--- config.mk ---
export PLATFORM = sky130hd
export DESIGN_NAME = sd_iofull_fifo_flat
export DESIGN_NICKNAME = d
export VERILOG_FILES = /design/src/rtl/sd_iofull_fifo_if.sv /design/src/rtl/sd_iofull_fifo.sv /design/src/flat_wrapper.sv
export SDC_FILE = /design/constraint.sdc
export NUM_CORES = 1
export LEC_CHECK = 0
export ABC_AREA = 0
export CORE_AREA = 2 2 54 56
export CTS_BUF_LIST = sky130_fd_sc_hd__clkbuf_4
export DETAILED_ROUTE_END_ITERATION = 16
export DIE_AREA = 0 0 56 58
export HOLD_SLACK_MARGIN = 0.02
export PLACE_DENSITY = 0.65
export SLEW_MARGIN = 20
export SYNTH_ARGS = -nofsm -noshare
export SYNTH_HDL_FRONTEND = slang
export SYNTH_SLANG_ARGS = --single-unit
--- constraint.sdc ---
create_clock -name clk -period 2.25 [get_ports clk]
set_input_delay 0.45 -clock clk [delete_from_list [all_inputs] [get_ports clk]]
set_output_delay 0.45 -clock clk [all_outputs]
set_load 0.005 [all_outputs]
--- src/rtl/sd_iofull_fifo_if.sv ---
// srdy/drdy word channel shared by both sides of sd_iofull_fifo.
// The master drives srdy and data; the slave drives drdy.
interface sd_iofull_fifo_if #(
  parameter int unsigned width = 8
) ();
  logic             srdy;
  logic             drdy;
  logic [width-1:0] data;

  modport master (output srdy, output data, input drdy);
  modport slave  (input srdy, input data, output drdy);
endinterface

--- src/rtl/sd_iofull_fifo.sv ---
// Fully registered srdy/drdy FIFO with a head output register, a ring of depth-1 entries,
// an occupancy count and a synchronous flush. Every c- and p-side output comes from a flop.
module sd_iofull_fifo #(
  parameter int unsigned width = 8,
  parameter int unsigned depth = 2,
  localparam int unsigned uwid = $clog2(depth + 1)
) (
  input  logic            clk,
  input  logic            reset,
  input  logic            flush,
  sd_iofull_fifo_if.slave  c,
  sd_iofull_fifo_if.master p,
  output logic [uwid-1:0] usage
);

  localparam int unsigned rdepth = depth - 1;
  localparam int unsigned pw     = (rdepth > 1) ? $clog2(rdepth) : 1;

  typedef logic [pw-1:0] ptr_t;

  logic [width-1:0] ring_q [rdepth];
  logic [width-1:0] head_q, head_d;
  logic             head_vld_q, head_vld_d;
  logic             c_drdy_q, c_drdy_d;
  ptr_t             rd_ptr_q, rd_ptr_d;
  ptr_t             wr_ptr_q, wr_ptr_d;
  logic [uwid-1:0]  usage_q, usage_d;
  logic             push, pop, ring_empty, ring_we;

  function automatic ptr_t ptr_inc(input ptr_t ptr);
    return (ptr == ptr_t'(rdepth - 1)) ? '0 : ptr + ptr_t'(1);
  endfunction

  assign push = c.srdy & c_drdy_q;
  assign pop  = head_vld_q & p.drdy;
  // The head holds a word whenever usage is non-zero, so the ring only has data above 1.
  assign ring_empty = (usage_q <= uwid'(1));

  always_comb begin
    head_d     = head_q;
    head_vld_d = head_vld_q;
    rd_ptr_d   = rd_ptr_q;
    wr_ptr_d   = wr_ptr_q;
    ring_we    = 1'b0;
    usage_d    = usage_q + uwid'(push) - uwid'(pop);
    if (flush) begin
      head_vld_d = 1'b0;
      rd_ptr_d   = '0;
      wr_ptr_d   = '0;
      usage_d    = '0;
    end else begin
      if (pop) begin
        if (!ring_empty) begin
          head_d   = ring_q[rd_ptr_q];
          rd_ptr_d = ptr_inc(rd_ptr_q);
          ring_we  = push;
        end else if (push) begin
          head_d = c.data;
        end else begin
          head_vld_d = 1'b0;
        end
      end else if (push) begin
        if (!head_vld_q) begin
          head_d     = c.data;
          head_vld_d = 1'b1;
        end else begin
          ring_we = 1'b1;
        end
      end
      if (ring_we) begin
        wr_ptr_d = ptr_inc(wr_ptr_q);
      end
    end
    c_drdy_d = (usage_d < uwid'(depth));
  end

  always_ff @(posedge clk or posedge reset) begin
    if (reset) begin
      head_q     <= '0;
      head_vld_q <= 1'b0;
      c_drdy_q   <= 1'b0;
      rd_ptr_q   <= '0;
      wr_ptr_q   <= '0;
      usage_q    <= '0;
    end else begin
      head_q     <= head_d;
      head_vld_q <= head_vld_d;
      c_drdy_q   <= c_drdy_d;
      rd_ptr_q   <= rd_ptr_d;
      wr_ptr_q   <= wr_ptr_d;
      usage_q    <= usage_d;
    end
  end

  // Ring storage carries no reset; validity is tracked by usage and the pointers.
  always_ff @(posedge clk) begin
    if (ring_we) begin
      ring_q[wr_ptr_q] <= c.data;
    end
  end

  assign c.drdy = c_drdy_q;
  assign p.srdy = head_vld_q;
  assign p.data = head_q;
  assign usage  = usage_q;

endmodule

--- src/flat_wrapper.sv ---
// flat-port wrapper written by rule: the top's interface ports become plain ports
module sd_iofull_fifo_flat 
#(
  parameter int unsigned width = 8,
  parameter int unsigned depth = 2,
  localparam int unsigned uwid = $clog2(depth + 1)
)
  (clk, reset, flush, usage, c_srdy, c_data, c_drdy, p_srdy, p_data, p_drdy);
  sd_iofull_fifo_if #(.width(width)) c_i ();
  sd_iofull_fifo_if #(.width(width)) p_i ();
  input  logic clk;
  input  logic reset;
  input  logic flush;
  output logic [uwid-1:0] usage;
  input wire logic [$bits(c_i.srdy)-1:0] c_srdy;
  input wire logic [$bits(c_i.data)-1:0] c_data;
  output wire logic [$bits(c_i.drdy)-1:0] c_drdy;
  output wire logic [$bits(p_i.srdy)-1:0] p_srdy;
  output wire logic [$bits(p_i.data)-1:0] p_data;
  input wire logic [$bits(p_i.drdy)-1:0] p_drdy;
  assign c_i.srdy = c_srdy;
  assign c_i.data = c_data;
  assign c_drdy = c_i.drdy;
  assign p_srdy = p_i.srdy;
  assign p_data = p_i.data;
  assign p_i.drdy = p_drdy;
  sd_iofull_fifo #(.width(width), .depth(depth)) u_core (.clk(clk), .reset(reset), .flush(flush), .c(c_i), .p(p_i), .usage(usage));
endmodule
### Yosys cells after proc, flatten, opt, wreduce, memory -nomap -nowiden

Memory sizes are Yosys's and may differ from the RTL's.
Index checks and enable logic that the tools add are counted.

* $add $sub $neg: 2
* magnitude comparators: 2
* equality and inequality tests: 4
* multiplexer cells: 19
* bitwise gates (word level): 3
* reductions and logical operators: 4

Operators by type and width (number)
* $mux W8: 5
* $mux W1: 13
* $ne A3 B3 Y1 const B: 2
* $reduce_and A4 Y1: 1
* $reduce_and A3 Y1: 1
* $reduce_bool A3 Y1: 1
* $add A2 B1 Y2: 1
* $and A1 B1 Y1: 2
* $le A2 B1 Y1 const B: 1
* $lt A2 B2 Y1 const B: 1
* $mux W2: 1
* $ne A2 B1 Y1 const B: 1
* $ne A2 B2 Y1 const B: 1
* $reduce_bool A2 Y1: 1
* $sub A2 B1 Y2: 1
* $not A1 Y1: 1

* register bits: 12
* bits in writable memories: 8
* bits of input ports: 13
* output and inout bits: 12
* word-level logic and storage cells: 39
* memories: 1

Memory list
* u_core.ring_q: words 1, bits a word 8, rd ports 1, clocked after Yosys merged registers in 0, write ports 1, line sd_iofull_fifo.sv:21 `logic [width-1:0] ring_q [rdepth];`

### Logic depth before layout (Yosys ltp)

* word-level depth: 7
* mapped depth: 8
* depth with buffers taken out: 7

### Worst setup path before layout

OpenSTA, ideal clock, no wires.

* path type: input port to flip-flop
* start: input port p_drdy
* end: memory u_core.ring_q[0][0] (enable)
* setup time: 0.383 ns
* arrival: 1.247 ns
* required time: 1.867 ns
* setup slack: 0.619 ns
* stages on the path: 3
* buffers on the path: 0
* cells stage by stage: inv_1 > o21ai_0 > nor3_1

* cells in the longest elaborated chain, start to end: 6

RTL lines
* start: declaration: line flat_wrapper.sv:20 `input wire logic [$bits(p_i.drdy)-1:0] p_drdy;`
* $and A1 B1 Y1: line sd_iofull_fifo.sv:35 `assign pop = head_vld_q & p.drdy;`
* $mux W1: line sd_iofull_fifo.sv:52 `if (pop) begin`
* $mux W1 (2 in a row): line sd_iofull_fifo.sv:46 `if (flush) begin`
* net u_core.ring_we: line sd_iofull_fifo.sv:28 `logic push, pop, ring_empty, ring_we;`
* $mux W1: line sd_iofull_fifo.sv:97 `if (ring_we) begin`
* $mux W1 (implied by the code): line sd_iofull_fifo.sv:98 `ring_q[wr_ptr_q] <= c.data;`
* end: declaration: line sd_iofull_fifo.sv:21

The timed path passes the listed nets, and every way through them passes these cells. The select of a mux whose other input is x is not followed.

### Final worst setup path

* start: register u_core.head_vld_q, in the netlist u_core.p.srdy
* end: output port p_srdy

RTL lines
* start: declaration: line sd_iofull_fifo.sv:23 `logic head_vld_q, head_vld_d;`
* start signal: assignment: line sd_iofull_fifo.sv:87 `head_vld_q <= head_vld_d;`
* end: declaration: line flat_wrapper.sv:18 `output wire logic [$bits(p_i.srdy)-1:0] p_srdy;`

No word-level cell between the ends.

==> qor.yml <==
setup_path:
  path_max_fanout: 7
  critical_path_required_ps: 1800
  end_kind: "output pin"
  worstSetupStartpointType: "flop"
  cp.buffers_inverters: 1
  worst_path_cell_chain: "clkdlybuf4s50_1"
  timing.setup.critical_path_class: "flop to output pin"
  cp_data_arrival_time_ps: 1460
  reg2reg_setup_slack_ps: 660
  cell_type_group_with_the_largest_total_delay_on_the_critical_path: "flip-flops"
  critical-path-slowest-cell: "sky130_fd_sc_hd__dfrtp_1"
  register_to_register_path_depth: 3
  timing.critical_path.slowest_cell_delay_ps: 580
  worst_r2r_endpoint: "u_core.p.data[2]$_DFFE_PP0P_"
  critical_path.reg2reg.startpoint: "u_core.p.srdy$_DFFE_PP0P_"
sta:
  rsz_0062_raised_after_global_routing: "no"
  final_max_slew_viol_count: 0
  worstMarginPinSlew_ps: 460
  final.setup.tns_ps: 0
  maxSlewHeadroom: 0.693
  timing.final.crit_period_ps: 1910
  max_freq_mhz: 524
  fin_skew_ps: 7.59
  finalHoldViolations: 0
  finalCritPeriodShare: 0.847
  setup-violations-final: 0
synthesis:
  yosys_register_bits: 20
  asyncSetResetFlopFracSynth: 0.600
  synth.mux.area_fraction: 0.213
  post_synth_adder_cell_area: 0.0142
  synth_cells: 57
  synth_compound_gate_area_share: 0.0412
  yosys.area_share.xor_xnor: 0.0199
  netlist-cell-type-count: 19
  yosys.area_share.simple: 0.0767
  synth_top_family_by_area: "multiplexers"
  yosysSeqAreaShare: 0.614
  synth_top_flop_cell: "sky130_fd_sc_hd__dfrtp_1"
  synth-edff-count: 8
  syn_nets: 71
  syn_area_cell_um2: 15.5
  synthesis.yosys.warnings: 0
  synth.cell_area_um2: 881
global_routing:
  grt_antenna_before_repair: 0
  grt_start_max_net_pins: 13
  global_route.usage.total: 0.112
  grt_pass1_vias: 558
  grt_first_pass_wirelength_um: 2750
  overflow: 0
detailed_routing:
  detailedRoute.firstIterationViolations: 3
  route.antenna.remaining_nets: 0
  drt_pass_1_iters: 2
  routed_wl_um: 1590
  avgViaCountPerCell: 4.65
  detail_route.drc_violations: 0
  routed_wire_length_per_instance_um: 13.5
  number_of_vias_after_detailed_routing: 549
cts:
  clock_sink_count: 20
  postCtsSetupBuffers: 0
  clk_root_buffer_cell: "sky130_fd_sc_hd__clkbuf_4"
  cts_resized: 0
  htreeDepth: 1
  cts_buffer_depth: 2
  cts.reportedPaths.clkPinSlew_ps: 110
  clock_latency_ps: 300
  cts_made_buffers: 3
  cts_tree: "yes"
  cts_hold_buffers: 0
power_and_ir_drop:
  power_leakage_nw: 0.486
  ir_worst_vdd_mv: 0.503
  power_per_cell_area_nw_per_um2: 906
cells_and_area:
  layout.cells.non_filler: 118
  layout-area-overhead-vs-synth_pct: 36.4
  post_route_cells_drive_above_1_share: 0.287
  nFillCells: 268
  num-nets-final: 102
  antenna_cells_inserted: 0
placed_design:
  port_buffers: 24
  dpl.hpwl_um: 1160
  global_placer_s_final_weighted_congestion: 0.683
  dpl.cell_count: 114
min_path:
  min-delay-path-class: "input port to asynchronous set/reset pin"
floorplan:
  placement_rows: 19
  fp.coreArea_um2: 2660
  floorplan.initialDensity: 0.331
  io-pin-count: 25
  fp.dieW_um: 56
  dieHeight_um: 58
  die_area_um2: 3250
outcome:
  outcome: "complete, no violations"
job:
  max_cap_violations: 0
==> cells in the final DEF (no fill, tap or decap), types with 2 or more instances in the layout <==
cell,Yosys,layout
sky130_fd_sc_hd__nor2b_1,2,2
sky130_fd_sc_hd__inv_1,3,3
sky130_fd_sc_hd__dfrtp_1,12,12
sky130_fd_sc_hd__mux2_4,2,2
sky130_fd_sc_hd__nand2_1,4,4
sky130_fd_sc_hd__clkbuf_4,0,3
sky130_fd_sc_hd__buf_4,1,3
sky130_fd_sc_hd__mux2_2,14,14
sky130_fd_sc_hd__clkdlybuf4s50_1,0,24
sky130_fd_sc_hd__edfxtp_1,8,8
==> layer usage <==
| layer | wire length, um | vias up | share of wire | GRT usage |
|---|---|---|---|---|
| met1 | 798 | 265 | 0.50 | 0.170 |
| met3 | 67 | 4 | 0.042 | 0.0223 |
| li1 | - | 262 | - | - |
| met4 | 31 | 0 | 0.019 | 0.0612 |
| met2 | 693 | 18 | 0.44 | 0.150 |
| met5 | 0 | - | 0 | 0 |
==> layout make-up <==
type,count,area (um2),share of cell area
Sequential cell,20,541,0.450
Multi-Input combinational cell,33,322,0.268
Timing Repair Buffer,27,263,0.219
Tap cell,31,38.8,0.0323
Clock buffer,3,22.5,0.0188
Inverter,3,11.3,0.00938
Clock inverter,1,3.75,0.00313
==> stage by stage <==
| stage | setup slack, ps | cell area [um2] | utilization | power (W) | hold WS, ps |
|---|---|---|---|---|---|
| final | 343 | 1200 | 0.451 | 0.00109 | 443 |
| after global routing | 290 | 1200 | 0.451 | 0.00116 | 471 |
| after global placement | 244 | 1170 | 0.441 | 0.000928 | 503 |
| after floorplan | 619 | 881 | - | 0.000703 | 315 |
| after CTS | 336 | 1200 | 0.451 | 0.00111 | 458 |
| after detailed placement | 232 | 1170 | 0.441 | 0.000932 | 503 |
==> worst max path at each step <==
| stage | to | depth (start not counted) | from |
|---|---|---|---|
| floorplan | u_core.ring_q[0][0]$_DFFE_PP_ | 3 | p_drdy |
| global placement | u_core.p.data[3]$_DFFE_PP0P_ | 5 | p_drdy |
| detailed placement | u_core.p.data[3]$_DFFE_PP0P_ | 5 | p_drdy |
| CTS | p_srdy | 1 | u_core.p.srdy$_DFFE_PP0P_ |
| global route | p_srdy | 1 | u_core.p.srdy$_DFFE_PP0P_ |
| finish | p_srdy | 1 | u_core.p.srdy$_DFFE_PP0P_ |
==> synth_stat cells (2+ instances only) <==
master | n | share of area
sky130_fd_sc_hd__mux2_2 | 14 | 0.18
sky130_fd_sc_hd__dfrtp_1 | 12 | 0.34
sky130_fd_sc_hd__edfxtp_1 | 8 | 0.27
sky130_fd_sc_hd__nand2_1 | 4 | 0.017
sky130_fd_sc_hd__inv_1 | 3 | 0.013
sky130_fd_sc_hd__mux2_4 | 2 | 0.034
sky130_fd_sc_hd__nor2b_1 | 2 | 0.014
==> cell families after synthesis <==
logic type | after synthesis
and+or+nand+nor | 11
buffers and inverters | 4
muxes | 16
xor gates and xnor gates | 2
DFF | 20
adders and majority gates | 1
AOI/OAI and AO/OA | 3
==> power breakdown <==
group / internal (W) / switching (W)
Combinational: 0.000269 / 0.000115
Clock: 0.0000646 / 0.000104
Sequential: 0.000468 / 0.0000683
Total: 0.000802 / 0.000287
==> sequential cells by signal (all words and copies together) (netlist names) <==
register and cells:
u_core.p.data 8, u_core.ring_q 8, u_core.c.drdy 1, u_core.usage 2, u_core.p.srdy 1
Note: power is estimated with default switching activity, not from simulation.
